### src/rtl/byte_decode_stream.sv
// Streaming ByteDecode_d: turns a byte-serial stream into 256 D-bit coefficients per frame.
// For D=12, each coefficient is reduced mod Q and a per-frame non-canonical flag is raised.
module byte_decode_stream #(
  parameter int D         = 12,
  parameter int OUT_WIDTH = 16,
  parameter int Q         = 3329
) (
  input  logic                 clk_i,
  input  logic                 rst_i,
  input  logic [7:0]           byte_i,
  input  logic                 byte_valid_i,
  output logic                 byte_ready_o,
  output logic [OUT_WIDTH-1:0] coef_o,
  output logic                 coef_valid_o,
  input  logic                 coef_ready_i,
  output logic                 coef_last_o,
  output logic                 frame_noncanon_o
);

  localparam logic [11:0] RAW_MASK = 12'((13'd1 << D) - 13'd1);
  localparam logic [11:0] Q_L      = 12'(Q);
  localparam logic [4:0]  D_L      = 5'(D);

  function automatic logic is_noncanon(input logic [11:0] raw);
    is_noncanon = (D == 12) && (raw >= Q_L);
  endfunction

  // raw < 4096 < 2Q, so one conditional subtraction is a full reduction
  function automatic logic [11:0] reduce_q(input logic [11:0] raw);
    if (is_noncanon(raw)) begin
      reduce_q = raw - Q_L;
    end else begin
      reduce_q = raw;
    end
  endfunction

  logic [19:0]          buf_r;
  logic [4:0]           cnt_r;
  logic [7:0]           idx_r;
  logic                 sticky_r;
  logic [OUT_WIDTH-1:0] coef_r;
  logic                 coef_valid_r;
  logic                 coef_last_r;
  logic                 noncanon_r;

  logic                 accept_s;
  logic                 pop_s;
  logic [11:0]          raw_s;
  logic                 raw_nc_s;
  logic [11:0]          coef_red_s;
  logic [4:0]           pos_s;
  logic [19:0]          buf_next_s;
  logic [4:0]           cnt_next_s;

  // Ready depends only on the fill level, never on downstream ready
  assign byte_ready_o = (cnt_r <= 5'd12);

  // Bit buffer next state: shift out a coefficient first, then append the new byte
  always_comb begin
    accept_s   = byte_valid_i && byte_ready_o;
    pop_s      = (cnt_r >= D_L) && (!coef_valid_r || coef_ready_i);
    raw_s      = buf_r[11:0] & RAW_MASK;
    raw_nc_s   = is_noncanon(raw_s);
    coef_red_s = reduce_q(raw_s);
    buf_next_s = buf_r;
    pos_s      = cnt_r;
    cnt_next_s = cnt_r;
    if (pop_s) begin
      buf_next_s = buf_r >> D;
      pos_s      = cnt_r - D_L;
      cnt_next_s = cnt_r - D_L;
    end else begin
      buf_next_s = buf_r;
    end
    // Bits at and above cnt are always zero, so OR-ing in the byte is safe
    if (accept_s) begin
      buf_next_s = buf_next_s | (20'(byte_i) << pos_s);
      cnt_next_s = cnt_next_s + 5'd8;
    end else begin
      cnt_next_s = cnt_next_s;
    end
  end

  // Buffer, frame index and registered coefficient output
  always_ff @(posedge clk_i) begin
    if (rst_i) begin
      buf_r        <= 20'd0;
      cnt_r        <= 5'd0;
      idx_r        <= 8'd0;
      sticky_r     <= 1'b0;
      coef_r       <= '0;
      coef_valid_r <= 1'b0;
      coef_last_r  <= 1'b0;
      noncanon_r   <= 1'b0;
    end else begin
      buf_r <= buf_next_s;
      cnt_r <= cnt_next_s;
      if (pop_s) begin
        coef_r       <= OUT_WIDTH'(coef_red_s);
        coef_valid_r <= 1'b1;
        idx_r        <= idx_r + 8'd1;
        if (idx_r == 8'd255) begin
          coef_last_r <= 1'b1;
          noncanon_r  <= sticky_r | raw_nc_s;
          sticky_r    <= 1'b0;
        end else begin
          coef_last_r <= 1'b0;
          noncanon_r  <= 1'b0;
          sticky_r    <= sticky_r | raw_nc_s;
        end
      end else if (coef_valid_r && coef_ready_i) begin
        coef_valid_r <= 1'b0;
        coef_last_r  <= 1'b0;
        noncanon_r   <= 1'b0;
      end else begin
        coef_valid_r <= coef_valid_r;
      end
    end
  end

  assign coef_o           = coef_r;
  assign coef_valid_o     = coef_valid_r;
  assign coef_last_o      = coef_last_r;
  assign frame_noncanon_o = noncanon_r;

endmodule

### config.mk
export PLATFORM = sky130hd
export DESIGN_NAME = byte_decode_stream
export DESIGN_NICKNAME = d
export VERILOG_FILES = /design/src/rtl/byte_decode_stream.sv
export SDC_FILE = /design/constraint.sdc
export NUM_CORES = 1
export LEC_CHECK = 0
export CORE_ASPECT_RATIO = 1.5
export CORE_MARGIN = 1.5
export CORE_UTILIZATION = 59
export DETAILED_ROUTE_END_ITERATION = 10
export GPL_TIMING_DRIVEN = 0
export PLACE_DENSITY = 0.82
export SKIP_LAST_GASP = 1
export SLEW_MARGIN = 10
export SYNTH_ARGS = -nofsm -noshare
export SYNTH_HDL_FRONTEND = slang
export SYNTH_SLANG_ARGS = --single-unit
### constraint.sdc
create_clock -name clk_i -period 6.7 [get_ports clk_i]
set_input_delay 1.34 -clock clk_i [delete_from_list [all_inputs] [get_ports clk_i]]
set_output_delay 1.34 -clock clk_i [all_outputs]
set_load 0.05 [all_outputs]
* After elaboration in Yosys (flattened, before gate mapping)
Index checks and enable logic that the tools add are counted.
** Word-level totals
- Memories :: 0
- Logic and storage cells :: 37
- Latch bits :: 0
- Bits of input ports :: 12
- Memory bits (read-only) :: 0
- RAM bits :: 0
- Flip-flop bits (word level) :: 49
- Output and inout bits :: 20
** Cells by class
- Reductions and logical operators :: 6
- Divide/modulo/power cells :: 0
- $add $sub $neg :: 4
- Shift operators :: 1
- Multipliers :: 0
- Muxes and demuxes :: 12
- Bitwise operators :: 2
- $lt $le $gt $ge :: 3
- Equality and inequality tests :: 1
** Operators with widths (number)
- $mux W20 :: 2
- $or A20 B20 Y20 :: 1
- $shl A8 B5 Y20 :: 1
- $ge A12 B12 Y1 const B :: 1
- $mux W12 :: 1
- $sub A12 B12 Y12 const B :: 1
- $mux W5 :: 2
- $add A8 B1 Y8 const B :: 1
- $eq A8 B8 Y1 const B :: 1
- $mux W1 :: 7
- $add A5 B4 Y5 const B :: 1
- $ge A5 B4 Y1 const B :: 1
- $le A5 B4 Y1 const B :: 1
- $sub A5 B4 Y5 const B :: 1
- $logic_and A1 B1 Y1 :: 3
- $reduce_bool A2 Y1 :: 1
- $logic_not A1 Y1 :: 1
- $logic_or A1 B1 Y1 :: 1
- $or A1 B1 Y1 :: 1

* Logic depth before layout (Yosys ltp)
Gate-level depths: netlist of run 1.
- Word-level depth :: 7
- Gate-level depth with buffers :: 10
- Mapped depth without buffers :: 7

* Worst setup path before layout of run 1
No wires, ideal clock.
- Path type :: input-to-reg
- Start point :: in coef_ready_i
- End point :: reg buf_r[17]
- Buffers on the path :: 1
- Data required time :: 6.578 ns
- Stages on the path :: 6
- Setup slack :: 4.107 ns
- Arrival :: 2.471 ns
- Library setup time :: 0.122 ns
- Cell sequence :: nor2b_1 -> or3_1 -> and2_1 -> buf_6 -> and3_4 -> a221o_1
** Between the ends
- Longest elaborated chain between the ends :: 6
- Elaborated cells between the ends (all ways) :: 7
- Classes of those cells :: 1 x shift; 3 x mux; 1 x bitwise; 2 x reduce/logical
** Ends and longest elaborated chain
- start, declared :: line 15 : input logic coef_ready_i,
- $logic_or A1 B1 Y1 (*) :: line 61 : pop_s = (cnt_r >= D_L) && (!coef_valid_r || coef_ready_i);
- $logic_and A1 B1 Y1 (*) :: line 61
- $mux W5 :: line 68 : if (pop_s) begin
- $shl A8 B5 Y20 :: line 77 : buf_next_s = buf_next_s | (20'(byte_i) << pos_s);
- $or A20 B20 Y20 :: line 77
- $mux W20 (*) :: line 76 : if (accept_s) begin
- end signal, assigned :: line 96 : buf_r <= buf_next_s;
- end, declared :: line 37 : logic [19:0] buf_r;
Every way passes the cells marked *; elsewhere a longest branch is shown, timed or not.
A chain may end at the register's enable or synchronous reset.

* Worst setup path after layout of run 1
- Start point :: reg cnt_r[2]
- End point :: out byte_ready_o
** Between the ends
- Longest elaborated chain between the ends :: 1
** Ends and longest elaborated chain
- start, declared :: line 38 : logic [4:0] cnt_r;
- start signal, assigned :: line 97 : cnt_r <= cnt_next_s;
- $le A5 B4 Y1 :: line 56 : assign byte_ready_o = (cnt_r <= 5'd12);
- end, declared :: line 12 : output logic byte_ready_o,
Every way passes these cells.

==> results of run 1 <==
## worst min-delay path, delay by kind of cell, from the launching register on
family,cells,cell delay (ps)
flops,1,310
simple gates,1,50
compound gates,1,50
## power by group through the flow
stage               clock, mW  combinational [mW]  sequential (mW)
global placement            0               0.607            0.409
global route            0.183               0.681            0.417
finish                  0.171               0.627            0.407
CTS                     0.170               0.619            0.405
floorplan                   0               0.401            0.462
detailed placement          0               0.616            0.411
## cell usage after synthesis, drive strengths merged (3+ instances only)
library cell / n
clkbuf: 9
buf: 11
a21oi: 22
nand4: 6
or2: 3
dfxtp: 47
mux2i: 5
nor4b: 5
a221o: 7
xor2: 12
ha: 5
nand3: 9
nor3b: 3
nor4: 3
xnor2: 3
inv: 4
and3: 10
nor3: 6
and2: 3
nor2: 25
nand2: 28
o21ai: 23
a31oi: 5
o32ai: 5
## path summary, 6_finish.rpt
check	startpoint	endpoint	slack [ps]	cells after the start
max	cnt_r[2]	byte_ready_o	3050	4
min	coef_o[1]	coef_o[1]	460	2
max reg2reg	cnt_r[2]	buf_r[9]	4150	7
min reg2reg	coef_o[1]	coef_o[1]	460	2
## layer usage
metal | up-vias | routed length, microns | track usage [%]
met5 | - | 0 | 0
met4 | 0 | 170 | 13.4
met3 | 21 | 277 | 7.17
met2 | 84 | 3030 | 51.5
met1 | 1037 | 2330 | 33.3
li1 | 1101 | - | -
## cells by family after synthesis
family                   share of synthesized area, %
other                                           0.157
XOR/XNOR                                         5.49
AND/OR/NAND/NOR                                  24.7
multiplexers                                     2.09
adder cells (fa/ha/maj)                          2.61
flip-flops                                       39.3
buffers and inverters                            5.07
AO/OA/AOI/OAI                                    20.5
## registers in the layout (all words and copies together), names as in the netlist
name	cells
coef_last_o	1
coef_valid_o	1
frame_noncanon_o	1
sticky_r	1
coef_o	12
cnt_r	3
idx_r	8
buf_r	20
## cell type report
type                            count  share of cell area, %
Buffer                             20                   3.78
Tap cell                           45                   2.00
Clock buffer                        6                   2.58
Timing Repair Buffer               27                   9.60
Multi-Input combinational cell    216                   47.7
Sequential cell                    47                   33.4
Inverter                            4                  0.533
Clock inverter                      2                  0.444
## cells in the final DEF, fill, tap and decap left out, types with 2 or more instances in the layout
cell type,n
a211o_1,2
a21oi_1,21
a221o_1,7
a31oi_1,4
and2_1,2
and3_1,9
buf_2,4
buf_4,5
clkbuf_1,10
clkbuf_8,5
clkdlybuf4s50_1,27
conb_1,4
dfxtp_1,47
ha_1,5
inv_1,4
mux2i_1,5
nand2_1,28
nand2b_1,2
nand3_1,9
nand4_1,6
nor2_1,25
nor2b_1,2
nor3_1,6
nor3b_1,3
nor4_1,2
nor4b_1,5
o211ai_1,2
o21ai_0,16
o21ai_1,7
o32ai_1,5
or2_2,2
xnor2_1,3
xor2_1,12
==> results.md, run 1 <==
- Status: finished, final reports clean
- Part of the cycle the worst path needs: a little over half
- CP max-delay cell: clkdlybuf4s50_1
- Share of the synthesized area in the top cell type: just under 40%
- Worst setup margin: slightly above 3000 ps
- Num ports: 32
- Total number of vias: between 2000 and 2500
- Psw: ~560 uW
- TritonRoute pass-1 iters: 4
- Cell Rows: 28
- CP Data Arrival Time: approximately 2300 ps
- Register bit count reported by yosys: between 40 and 50
- Reg power frac: 33.8%
- First-pass GRT wire length: approximately 9600 microns
- Area contributors post-synth: dfxtp_1, a21oi_1, nand2_1
- Finish-stage setup viols: 0
- Initial DRC count: around 70
- CTS tree: done
- Die width: approximately 55 microns
- Max-cap violations: 0
- Layout Cells excl Fill: roughly 370
- Top delay family on crit path: buffers and inverters
- Number of global-route vias before repair: around 2100
- Fmax: about 0.27 GHz
- Critical path fanouts, max: 9
- Worst Tran Pin Value: around 630 ps
- Clk_skew: around 5.6 ps
- Total power: 1.21 mW
- Largest net degree at the start of global routing: 15
- Slew margin rel.: a little under three fifths
- Worst setup SP type: flop
- Area grow syn2layout: 17.7%
- Clk pwr share: 14.2%
- Worst setup EP type: primary output
- Syn Area/Cell: 8.43 sq um
- GRT Total Usage: 29.9%
- Die area: about 4500 sq um
- Footprint of the multi-input gates: 1340 sq um
- Inst Count DP: between 300 and 400
- Kind of critical path: flop to primary output
- Path type of the worst min-delay path: flop to flop
- Final hold slack: about 460 ps
- Initial core utilization: about 61%
- CTS Buffer Depth: 2
- Die H: just over 80 microns
- Internal power: approximately 650 uW
- Crit path largest cell delay: approximately 800 ps
- CTS Hold Bufs: 0
- CTS Buf Count: 5
- Worst-path clk slew: 90 ps
- Post-CTS sizing: 0
- Synth Cell Area: about 2400 sq um
- Detailed Place HPWL: ~4300 microns
- Clock Latency Late Sink: between 300 and 400 ps
- P_leak: 1.06 nW
- Clock Sinks: 47
- ANT nets after route: 0
- GPL Wtd Cong: around 0.9
- Asr flop ratio synth: 0%
- Total congestion overflow: 0
- Hold Fails Final Rpt: 0
- Root Buffer: clkbuf_8
- DR WL/cell: 15.8 microns
- Combinational share of power: 52.1%
- Antenna diodes: 0
- Area leader, netlist: dfxtp_1
- Final setup TNS: 0 ps
- Synth cell types: 55
- WP data required: between 5000 and 6000 ps
- Initial antenna violation count: 0
- Share of layout cells above drive strength 1: 7.76%
- Routed Wire Length: 5810 microns
- Dpl ws: between 3000 and 4000 ps
- Switching power share of the total: between 40% and 50%
- RSZ-0062 raised after global routing: false
- Via density: between 6 and 7
- Fillers: 331
- EDFF count, synth: 0
- Final min period: about 3600 ps
- Port Buffers: 27
- Register area share after synthesis: about 39%
- Final nets: around 340
- Max Slew Vio Count: 0
- # DRC: 0
- Peak supply drop: slightly below 0.0004 V
- Register Area: ~940 sq um
- Core Area: approximately 3900 sq um
- Critical Path Most Common Cell: ha_1
- Worst Path Buf+Inv: 1
- Post-Syn Instances: roughly 280
- Pwr dens: ~430 nW/um^2
- H-tree levels: 2
- Synth warn: 0
- Design Area, Final: roughly 2800 sq um
- Critical path, cell by cell: ha_1 -> ha_1 -> or2_2 -> clkdlybuf4s50_1
- Postcts setup bufs: 0
- Core Util, Final: 71.8%
- Dpl cell area: approximately 2700 sq um
- Main synth FF type: dfxtp_1
(Power assumes the default switching activity.)
==> inputs of run 2 (changes only) <==
Settings changed: CORE_UTILIZATION 59 to 54, PLACE_DENSITY 0.82 to 0.76.
Clock period 6.7 ns to 3.4 ns, I/O delays scaled along.
==> results.md, run 2 (synthesis results as in run 1) <==
- Status: finished, final reports clean (unchanged)
- First-pass GRT wire length: 9850 microns (was 9610 microns)
- Finish-stage setup viols: 0 (unchanged)
- Share of layout cells above drive strength 1: 8.07% (was 7.76%)
- Core Area: 4250 sq um (was 3920 sq um)
- Commonest cells after routing, fill and taps aside: dfxtp_1, nand2_1, clkdlybuf4s50_1 (unchanged)
- ANT nets after route: 0 (unchanged)
- Cell Rows: 29 (was 28)
- Most flop-heavy register: buf_r (unchanged)
- Final nets: 338 (unchanged)
- Peak supply drop: 0.000650 V (was 0.000387 V)
- Commonest non-fill, non-tap cell in the layout: dfxtp_1 (unchanged)
- Initial antenna violation count: 0 (unchanged)
- Part of the cycle the worst path needs: between 80 and 90%
- CTS tree: done (unchanged)
- Worst setup margin: 371 ps (was 3050 ps)
- DR WL/cell: 15.7 microns (was 15.8 microns)
- Worst setup EP type: primary output (unchanged)
- CTS Hold Bufs: 0 (unchanged)
- Routed Wire Length: 5790 microns (was 5810 microns)
- H-tree levels: 2 (unchanged)
- Worst setup SP type: flop (unchanged)
- Worst Path Buf+Inv: 1 (unchanged)
- Port Buffers: 27 (unchanged)
- Number of global-route vias before repair: 2144 (was 2097)
- CP Data Arrival Time: 2350 ps (was 2310 ps)
- Post-CTS sizing: 0 (unchanged)
- Antenna diodes: 0 (unchanged)
- Max-cap violations: 0 (unchanged)
- Slew margin rel.: 57.4% (was 57.6%)
- CTS Buf Count: 5 (unchanged)
- Num ports: 32 (unchanged)
- Final setup TNS: 0 ps (unchanged)
- Inst Count DP: 360 (was 359)
- WP data required: 2720 ps (was 5360 ps)
- Design Area, Final: 2830 sq um (was 2820 sq um)
- Path type of the worst min-delay path: flop to flop (unchanged)
- Clock Sinks: 47 (unchanged)
- Die H: 84.5 microns (was 81.0 microns)
- Final min period: between 3000 and 4000 ps
- Top delay family on crit path: buffers and inverters (unchanged)
- P_leak: 1.06 nW (about the same)
- Initial core utilization: 56.4% (was 61.0%)
- Area grow syn2layout: 18.3% (was 17.7%)
- Critical path, cell by cell: ha_1 -> ha_1 -> or2_2 -> clkdlybuf4s50_1 (unchanged)
- Total power: 2.40 mW (was 1.21 mW)
- TritonRoute pass-1 iters: 4 (unchanged)
- Clock Latency Late Sink: 310 ps (about the same)
- Core Util, Final: 66.7% (was 71.8%)
- GPL Wtd Cong: 0.846 (was 0.891)
- Max reg flops: 20 (unchanged)
- Pwr dens: 847 nW/um^2 (was 428 nW/um^2)
- Detailed Place HPWL: 4250 microns (was 4270 microns)
- Total congestion overflow: 0 (unchanged)
- Dpl ws: 734 ps (was 3320 ps)
- CTS Buffer Depth: 2 (unchanged)
- Initial DRC count: 82 (was 71)
- Total number of vias: 2229 (was 2243)
- Clk_skew: 7.21 ps (was 5.59 ps)
- GRT Total Usage: 25.7% (was 29.9%)
- Kind of critical path: flop to primary output (unchanged)
- Root Buffer: clkbuf_8 (unchanged)
- Fillers: 368 (was 331)
- CP max-delay cell: clkdlybuf4s50_1 (unchanged)
- RSZ-0062 raised after global routing: false (unchanged)
- Fmax: between 0.3 and 0.4 GHz
- Postcts setup bufs: 0 (unchanged)
- # DRC: 0 (unchanged)
- Worst Tran Pin Value: 637 ps (was 634 ps)
- Via density: 6.06 (was 6.11)
- Die width: 57.4 microns (was 55.0 microns)
- Hold Fails Final Rpt: 0 (unchanged)
- Dpl cell area: 2730 sq um (about the same)
- Largest net degree at the start of global routing: 16 (was 15)
- Die area: 4850 sq um (was 4460 sq um)
- Final hold slack: 461 ps (was 458 ps)
- Crit path largest cell delay: 810 ps (was 800 ps)
- Max Slew Vio Count: 0 (unchanged)
- Worst-path clk slew: 90 ps (about the same)
- Critical path fanouts, max: 9 (unchanged)
- Critical Path Most Common Cell: ha_1 (unchanged)
- Layout Cells excl Fill: 368 (was 367)
-- run 2: cell count changes in the layout (fill, tap and decap cells not counted) --
cell,previous run,this run
clkinv_4,0,1
clkinv_2,1,0
clkbuf_1,10,9
clkbuf_8,5,6
-- run 2: layout make-up --
type	instances	area, sq um	area share, %
inverters	4	15.0	0.530
plain buffers	20	106	3.76
repair buffers	27	270	9.54
clock inverters	2	16.3	0.574
flip-flops and latches	47	941	33.2
clock buffers	6	82.6	2.92
multi-input cells	216	1340	47.4
well taps	46	57.6	2.03
-- run 2: report_power, final --
| group | leakage (nW) | switching (mW) | total, mW | internal, mW |
|---|---|---|---|---|
| Clock | 0.0474 | 0.199 | 0.365 | 0.166 |
| Sequential | 0.382 | 0.125 | 0.805 | 0.680 |
| Combinational | 0.632 | 0.772 | 1.23 | 0.456 |
-- run 2: final timing paths --
kind                                      to  slack, ps  depth (start not counted)      start
worst max register to register      buf_r[9]        930                          7   cnt_r[2]
worst min register to register     coef_o[1]        460                          2  coef_o[1]
worst min-delay path               coef_o[1]        460                          2  coef_o[1]
worst max-delay path            byte_ready_o        370                          4   cnt_r[2]
-- run 2: tightest hold or removal path: cells and delay by family, from the launching register on --
family,cells,cell delay [ps]
AND/OR/NAND/NOR,1,50
flip-flops,1,320
AO/OA/AOI/OAI,1,50
-- run 2: per-layer routing --
metal	part of all wire (%)	up-vias	track usage, %
li1	-	1106	-
met1	43	1055	29.5
met2	51	55	46.3
met3	3.3	13	3.70
met4	2.7	0	10.4
met5	0	-	0
==> inputs of run 3 (changes only) <==
Settings changed: CELL_PAD_IN_SITES_DETAIL_PLACEMENT set to 2, CELL_PAD_IN_SITES_GLOBAL_PLACEMENT set to 2, CORE_MARGIN 1.5 to unset, CORE_UTILIZATION 54 to 33, PLACE_DENSITY 0.76 to 0.77.
==> results.md, run 3 (synthesis results as in run 1) <==
- Slew margin rel.: 53.1% (was 57.4%)
- Clock Sinks: 47 (unchanged)
- RSZ-0062 raised after global routing: false (unchanged)
- Worst Tran Pin Value: 702 ps (was 637 ps)
- Pwr dens: 868 nW/um^2 (was 847 nW/um^2)
- TritonRoute pass-1 iters: 5 (was 4)
- Area grow syn2layout: 20.1% (was 18.3%)
- Initial antenna violation count: 0 (unchanged)
- Total number of vias: 2273 (was 2229)
- CTS Buffer Depth: 2 (unchanged)
- Cell Rows: 37 (was 29)
- Share of layout cells above drive strength 1: 7.48% (was 8.07%)
- # DRC: 0 (unchanged)
- Hold Fails Final Rpt: 0 (unchanged)
- CP Data Arrival Time: 2340 ps (was 2350 ps)
- Dpl cell area: 2770 sq um (was 2730 sq um)
- Combinational share of power: 51.4% (was 51.2%)
- Fmax: 0.331 GHz (was 0.330 GHz)
- Commonest non-fill, non-tap cell in the layout: dfxtp_1 (unchanged)
- Path type of the worst min-delay path: flop to flop (unchanged)
- DR WL/cell: 18.5 microns (was 15.7 microns)
- Clk_skew: 4.41 ps (was 7.21 ps)
- Total congestion overflow: 0 (unchanged)
- Max reg flops: 20 (unchanged)
- Via density: 5.70 (was 6.06)
- Clk pwr share: 16.1% (was 15.2%)
- Commonest cells after routing, fill and taps aside: dfxtp_1, nand2_1, clkdlybuf4s50_1 (unchanged)
- Max-cap violations: 0 (unchanged)
- Number of global-route vias before repair: 2331 (was 2144)
- Largest net degree at the start of global routing: 14 (was 16)
- Peak supply drop: 0.000344 V (was 0.000650 V)
- GRT Total Usage: 20.1% (was 25.7%)
- Status: finished, final reports clean (unchanged)
- Final setup TNS: 0 ps (unchanged)
- Worst-path clk slew: 90 ps (about the same)
- Die width: 71.5 microns (was 57.4 microns)
- Die area: 7600 sq um (was 4850 sq um)
- CTS Buf Count: 5 (unchanged)
- Core Area: 6940 sq um (was 4250 sq um)
- Worst setup EP type: primary output (unchanged)
- Root Buffer: clkbuf_8 (unchanged)
- WP data required: 2720 ps (about the same)
- CTS tree: done (unchanged)
- Initial DRC count: 84 (was 82)
- Detailed Place HPWL: 5630 microns (was 4250 microns)
- Post-CTS sizing: 0 (unchanged)
- Die H: 106 microns (was 84.5 microns)
- Switching power share of the total: 45.8% (was 45.7%)
- Worst setup SP type: flop (unchanged)
- ANT nets after route: 0 (unchanged)
- Final min period: 3020 ps (was 3030 ps)
- Port Buffers: 27 (unchanged)
- Clock Latency Late Sink: 300 ps (was 310 ps)
- Design Area, Final: 2880 sq um (was 2830 sq um)
- Max Slew Vio Count: 0 (unchanged)
- Kind of critical path: flop to primary output (unchanged)
- Finish-stage setup viols: 0 (unchanged)
- First-pass GRT wire length: 11800 microns (was 9850 microns)
- P_leak: 1.07 nW (was 1.06 nW)
- Routed Wire Length: 7380 microns (was 5790 microns)
- Num ports: 32 (unchanged)
- GPL Wtd Cong: 0.776 (was 0.846)
- Final nets: 338 (unchanged)
- CTS Hold Bufs: 0 (unchanged)
- Internal power: 1.35 mW (was 1.30 mW)
- Psw: 1.14 mW (was 1.10 mW)
- Part of the cycle the worst path needs: 88.8% (was 89.1%)
- Antenna diodes: 0 (unchanged)
- H-tree levels: 2 (unchanged)
- Reg power frac: 32.5% (was 33.6%)
- Postcts setup bufs: 0 (unchanged)
- Most flop-heavy register: buf_r (unchanged)
- Initial core utilization: 34.5% (was 56.4%)
- Critical path fanouts, max: 9 (unchanged)
==> run 3: changes by cell type in the layout (fill, tap and decap cells not counted) <==
cell        before  now
bufinv_16        0    1
clkbuf_1         9   10
clkbuf_8         6    5
clkinv_4         1    0
clkinvlp_4       1    0
==> run 3: worst max-delay path, stage by stage (launching register included) <==
cell and delay, ps:
dfxtp_1 520, ha_1 210, ha_1 310, or2_2 210
clkdlybuf4s50_1 800
==> run 3: final cells by class <==
cell class / instances / area [sq um]
buffer: 20 / 106
clock buffer: 6 / 72.6
clock inverter: 1 / 30.0
fill: 814 / 4070
inverter: 4 / 15.0
multi-input combinational: 216 / 1340
sequential: 47 / 941
tap: 78 / 97.6
timing repair buffer: 27 / 270
==> run 3: final timing paths <==
kind	endpoint	slack, ps	startpoint	cells past startpoint
worst max register to register	buf_r[11]	780	cnt_r[2]	7
worst max-delay path	byte_ready_o	380	cnt_r[2]	4
worst min register to register	buf_r[14]	460	buf_r[14]	2
worst min-delay path	buf_r[14]	460	buf_r[14]	2
==> run 3: power groups by stage <==
stage	registers, mW	clock network, mW	logic (mW)
5_1_grt	0.827	0.429	1.39
3_5_place_dp	0.822	0	1.28
3_3_place_gp	0.817	0	1.26
6_report	0.811	0.402	1.28
2_1_floorplan	0.910	0	0.790
4_1_cts	0.810	0.413	1.30
==> run 3: through the flow <==
step | worst slack [ps] | std cells | hold WS (ps) | power [mW] | util (%)
CTS | 381 | 399 | 459 | 2.52 | 41.4
floorplan | 1280 | 287 | 428 | 1.70 | -
finish | 380 | 399 | 457 | 2.50 | 41.4
detailed placement | 643 | 392 | 446 | 2.11 | 39.9
global placement | 699 | 392 | 442 | 2.07 | 39.9
global route | 314 | 399 | 484 | 2.65 | 41.4
==> run 3: per-layer routing <==
layer  up-vias  global-route usage, %  share of wire (%)
li1       1097                      -                  -
met1      1131                   22.2                 42
met2        35                   39.0                 55
met3        10                   2.37                2.0
met4         0                   6.44                1.9
met5         -                      0                  0
==> variant 1: new RTL, config.mk and constraints of run 3 <==
`buf_r` no longer has a reset.
--- a/src/rtl/byte_decode_stream.sv
+++ b/src/rtl/byte_decode_stream.sv
@@ -86,3 +86,2 @@
     if (rst_i) begin
-      buf_r        <= 20'd0;
       cnt_r        <= 5'd0;
@@ -95,3 +94,2 @@
     end else begin
-      buf_r <= buf_next_s;
       cnt_r <= cnt_next_s;
@@ -120,2 +118,6 @@
 
+  always_ff @(posedge clk_i) begin
+    buf_r <= buf_next_s;
+  end
+
   assign coef_o           = coef_r;
Function: changed (a bounded check fails within 4 cycles, from zero or initial values and one cycle with rst_i high).
==> variant 1 against run 3 <==
Worst hold slack improved by 0.012 ns. Worst setup slack got worse by 0.091 ns. Largest power group unchanged. Wire length decreased by 4.5%. Power increased by 25%. Sequential cell count unchanged. Design area increased by 4.5%. Die area increased by 4.6%. Synthesized area increased by 4.7%.
==> variant 1: results (changes against run 3) <==
Outcome
  • Outcome: completed (unchanged)

Detailed routing
  • Met1 Routed Length: 2940 µm (was 3060 µm)
  • Met2 wire len: 3850 µm (was 4020 µm)
  • Initial DRT Pass Iterations: 4 (was 5)
  • Wire per inst: 17.0 µm (was 18.5 µm)
  • Initial DRC Count: 50 (was 84)
  • Overall via count from detail_route: 2176 (was 2273)
  • Met3 wire len: 131 µm (was 148 µm)

GRT
  • Gr usage total: 19.8% (was 20.1%)
  • Met2 Use GR: 36.8% (was 39.0%)
  • Grt met3 use: 2.87% (was 2.37%)
  • Number of global-route vias before repair: 2313 (was 2331)
  • First-pass GRT wire length: 11900 µm (was 11800 µm)
  • GRT met1 Usage: 22.6% (was 22.2%)

Timing
  • Fin Setup TNS: 0 ns (unchanged)
  • Worst-Margin Slew: 0.556 ns (was 0.702 ns)
  • Worst Clk Skew: 0.00303 ns (was 0.00441 ns)
  • Setup violations, final: 0 (unchanged)

Power and ir drop
  • Int Pwr: 1.63 mW (was 1.35 mW)
  • Combinational Power Share: 56.8% (was 51.4%)
  • Total power: 3.11 mW (was 2.50 mW)
  • Leak Pwr: 1.13 nW (was 1.07 nW)
  • Clock Power Share: 12.8% (was 16.1%)
  • Worst VDD drop: 0.374 mV (was 0.344 mV)

Yosys
  • Synth warn: 0 (unchanged)
  • Library cells used by synthesis: 61 (was 55)
  • Most instantiated cells after synthesis: 47 x dfxtp_1, 32 x nor2_1, 26 x nand2_1, 13 x a21oi_1 (was 47 x dfxtp_1, 28 x nand2_1, 25 x nor2_1, 21 x a21oi_1, 16 x o21ai_0)
  • Synth async-reset ratio: 0% (unchanged)
  • Register area share after synthesis: 37.5% (was 39.3%)
  • Synth area leaders: dfxtp_1 38%, nor2_1 4.8%, nand2_1 3.9% (was dfxtp_1 39%, a21oi_1 4.4%, nand2_1 4.4%)

CTS
  • CTS root buffer: clkbuf_8 (unchanged)
  • Total setup buffers inserted after CTS: 0 (unchanged)
  • Inserted Clock Buffers: 5 (unchanged)

Setup path
  • Critical R2R Capture: buf_r[4]$_DFF_P_ (was buf_r[11]$_SDFF_PP0_)
  • Reg2reg setup slack: 1.01 ns (was 0.78 ns)
  • Worst EP arrival: 2.43 ns (was 2.34 ns)
  • CP Launch Point: cnt_r[3]$_SDFF_PP0_ (was cnt_r[2]$_SDFF_PP0_)
  • R2R depth: 9 (was 7)
  • CP max stage delay: about 0.81 ns
  • Worst Path Max Fanout: 9 (unchanged)

Hold path
  • Hold Startpoint: frame_noncanon_o$_SDFFE_PP0P_ (was buf_r[14]$_SDFF_PP0_)

Layout
  • Fraction of layout cells with a size suffix above 1: 14.3% (was 7.48%)
  • Max reg flops: 20 (unchanged)
  • Final net count: 332 (was 338)

Placed design
  • DP HPWL: 5540 µm (was 5630 µm)
  • Placed Area: 2900 µm² (was 2770 µm²)
  • IO Port Bufs: 26 (was 27)
  • GP Congestion: 0.848 (was 0.776)
-- variant 1: cell types whose count changed after synthesis, moves of 6 or more --
cell      delta
o21ai_0      -6
nor2_1       +7
a21oi_1      -8
a211oi_1     +6
-- variant 1: how the worst min path moves through the flow --
stage | endpoint | slack [ns] | cells after the start
global route | frame_noncanon_o$_SDFFE_PP0P_ | 0.49 | 2
detailed placement | buf_r[14]$_DFF_P_ | 0.46 | 2
CTS | coef_o[11]$_SDFFE_PP0P_ | 0.48 | 2
global placement | buf_r[13]$_DFF_P_ | 0.44 | 2
finish | frame_noncanon_o$_SDFFE_PP0P_ | 0.47 | 2
floorplan | buf_r[4]$_DFF_P_ | 0.42 | 2
-- variant 1: final cells by class --
class	instances	share of cell area [%]
clock inverter	1	0.999
buffer	19	3.75
timing repair buffer	26	8.66
tap	100	4.16
clock buffer	6	2.41
multi-input combinational	207	47.6
sequential	47	31.3
inverter	9	1.12
-- variant 1: kinds of logic after synthesis --
logic type	Yosys count	share of synthesized area, %
other cells	1	0.150
buf+inv	28	5.84
xor+xnor	13	4.54
mux	5	2.00
fa+ha+maj	5	2.50
simple gates	112	24.9
flops	47	37.5
compound gates	68	22.5
-- variant 1: metrics by stage --
stage	hold slack, ns	instances	worst slack, ns	utilization, %
CTS	0.477	415	0.258	41.3
global route	0.491	415	0.161	41.3
global placement	0.437	408	0.667	39.9
floorplan	0.424	282	1.23	-
detailed placement	0.456	408	0.612	39.9
finish	0.469	415	0.288	41.3
-- variant 1: worst max-delay path, delay by kind of cell, from the launching register on --
family	cells	cell delay, ns
flip-flops	1	0.56
buffers and inverters	2	1.04
AND/OR/NAND/NOR	1	0.17
adder cells (fa/ha/maj)	2	0.36
==> variant 2: new RTL, flow settings as in run 3 <==
Without the edit above. Change the parameter `OUT_WIDTH` from 16 to 18.
--- a/src/rtl/byte_decode_stream.sv
+++ b/src/rtl/byte_decode_stream.sv
@@ -4,3 +4,3 @@
   parameter int D         = 12,
-  parameter int OUT_WIDTH = 16,
+  parameter int OUT_WIDTH = 18,
   parameter int Q         = 3329
Ports: changed (resized coef_o); port bits go from 32 to 34. No check against the original RTL was run, so the function may have changed too.
==> variant 2 against run 3 <==
Critical path type unchanged. Sequential power about the same. Critical path depth unchanged. Worst setup slack worse by 0.015 ns. Non-clock buffer count up 2. Maximum frequency down 0.50%. Design area up 0.78%. Synthesized area up 0.63%. Power up 0.29%. Final cell count up 1.0%. Largest power group unchanged. Synthesized cell count up 0.70%. Wire length up 1.8%. Global-route usage up 0.65 points. Sequential cell count unchanged.
==> variant 2: results (changes against run 3) <==
Outcome
  • Outcome: completed (unchanged)

GRT
  • First-pass GRT wire length: 12300 µm (was 11800 µm)
  • GRT met1 Usage: 22.6% (was 22.2%)
  • Largest net degree at the start of global routing: 14 (unchanged)
  • Gr usage total: 20.8% (was 20.1%)
  • Initial antenna violation count: 0 (unchanged)
  • Met2 Use GR: 41.2% (was 39.0%)
  • Number of global-route vias before repair: 2454 (was 2331)
  • Grt met3 use: 1.97% (was 2.37%)

Yosys
  • Compound-gate portion of the synthesized area: 20.4% (was 20.5%)
  • Most instantiated cells after synthesis: 47 x dfxtp_1, 28 x nand2_1, 25 x nor2_1, 21 x a21oi_1, 16 x o21ai_0 (unchanged)
  • Synth area leaders: dfxtp_1 39%, a21oi_1 4.4%, nand2_1 4.4% (unchanged)
  • Adder and majority gate portion of the synthesized area: 2.60% (was 2.61%)
  • Library cells used by synthesis: 55 (unchanged)
  • Mux cell area share after synthesis: 2.08% (was 2.09%)
  • Post-Synth XOR/XNOR Area: 5.45% (was 5.49%)
  • Register area share after synthesis: 39.1% (was 39.3%)

CTS
  • CTS root buffer: clkbuf_8 (unchanged)
  • CTS H-tree depth: 2 (unchanged)
  • Total setup buffers inserted after CTS: 0 (unchanged)

Placed design
  • DP HPWL: 5760 µm (was 5630 µm)
  • Placed Area: 2800 µm² (was 2770 µm²)
  • IO Port Bufs: 27 (unchanged)
  • GP Congestion: 0.863 (was 0.776)

Layout
  • Final net count: 342 (was 338)
  • # diodes: 0 (unchanged)
  • Fraction of layout cells with a size suffix above 1: 8.00% (was 7.48%)
  • Fillers: 825 (was 814)
  • Max reg flops: 20 (unchanged)
  • Largest register by flop count: buf_r (unchanged)

Detailed routing
  • Routed WL: 7510 µm (was 7380 µm)
  • DRC Markers: 0 (unchanged)
  • Initial DRT Pass Iterations: 6 (was 5)
  • Initial DRC Count: 74 (was 84)
  • Vias per Instance: 5.70 (about the same)

Power and ir drop
  • Worst VDD drop: 0.393 mV (was 0.344 mV)
  • Leak Pwr: 1.08 nW (was 1.07 nW)
  • Int Pwr: 1.36 mW (was 1.35 mW)

Timing
  • Worst Clk Skew: 0.00723 ns (was 0.00441 ns)
  • Worst-Margin Slew: 0.770 ns (was 0.702 ns)

Hold path
  • Hold Startpoint: coef_o[1]$_SDFFE_PP0P_ (was buf_r[14]$_SDFF_PP0_)

Setup path
  • Worst Path Class, Setup: reg2out (unchanged)
  • Worst EP arrival: 2.36 ns (was 2.34 ns)
-- variant 2: changes by cell type after synthesis, sizes merged --
cell / run 3 / this run
buf: 11 / 13
-- variant 2: routing by layer --
layer / part of all wire (%) / up-vias
met3: 2.0 / 9
met1: 41 / 1151
li1: - / 1100
met2: 56 / 36
met4: 1.5 / 0
met5: 0 / -
-- variant 2: power groups by stage --
stage | combinational, mW | sequential (mW) | clock (mW)
CTS | 1.30 | 0.810 | 0.419
global route | 1.40 | 0.827 | 0.442
global placement | 1.26 | 0.813 | 0
finish | 1.28 | 0.809 | 0.411
detailed placement | 1.29 | 0.822 | 0
floorplan | 0.797 | 0.910 | 0
-- variant 2: through the flow --
step                      setup WS (ns)  std cells  total power [mW]  hold WS [ns]
after floorplan                    1.28        291              1.71         0.428
after global placement            0.714        396              2.08         0.442
after detailed placement          0.657        396              2.11         0.451
after CTS                         0.384        403              2.52         0.464
after global routing              0.303        403              2.67         0.493
final                             0.364        403              2.50         0.461
-- variant 2: cells by family after synthesis --
family | Yosys count
multiplexers | 5
AND/OR/NAND/NOR | 112
flip-flops | 47
adder cells (fa/ha/maj) | 5
other | 1
AO/OA/AOI/OAI | 75
buffers and inverters | 26
XOR/XNOR | 15
-- variant 2: path summary, 6_finish.rpt --
| check | to | slack, ns | depth (start not counted) |
|---|---|---|---|
| setup / recovery | byte_ready_o | 0.36 | 4 |
| hold / removal | coef_o[1]$_SDFFE_PP0P_ | 0.46 | 2 |
| setup reg to reg | buf_r[9]$_SDFF_PP0_ | 0.78 | 7 |
| hold reg to reg | coef_o[1]$_SDFFE_PP0P_ | 0.46 | 2 |
-- variant 2: worst max-delay path, cell delays in order, from the launching register on --
cell and delay (ns):
dfxtp_1 0.51, ha_1 0.20, ha_1 0.31, or2_2 0.22, clkdlybuf4s50_1 0.81
-- variant 2: area by class of cell --
| class | count | area, µm² | share of cell area [%] |
|---|---|---|---|
| repair buffers | 27 | 270 | 9.33 |
| clock inverters | 1 | 30.0 | 1.04 |
| inverters | 4 | 15.0 | 0.518 |
| well taps | 78 | 97.6 | 3.37 |
| clock buffers | 6 | 72.6 | 2.50 |
| multi-input cells | 218 | 1350 | 46.6 |
| flip-flops and latches | 47 | 941 | 32.5 |
| plain buffers | 22 | 121 | 4.19 |
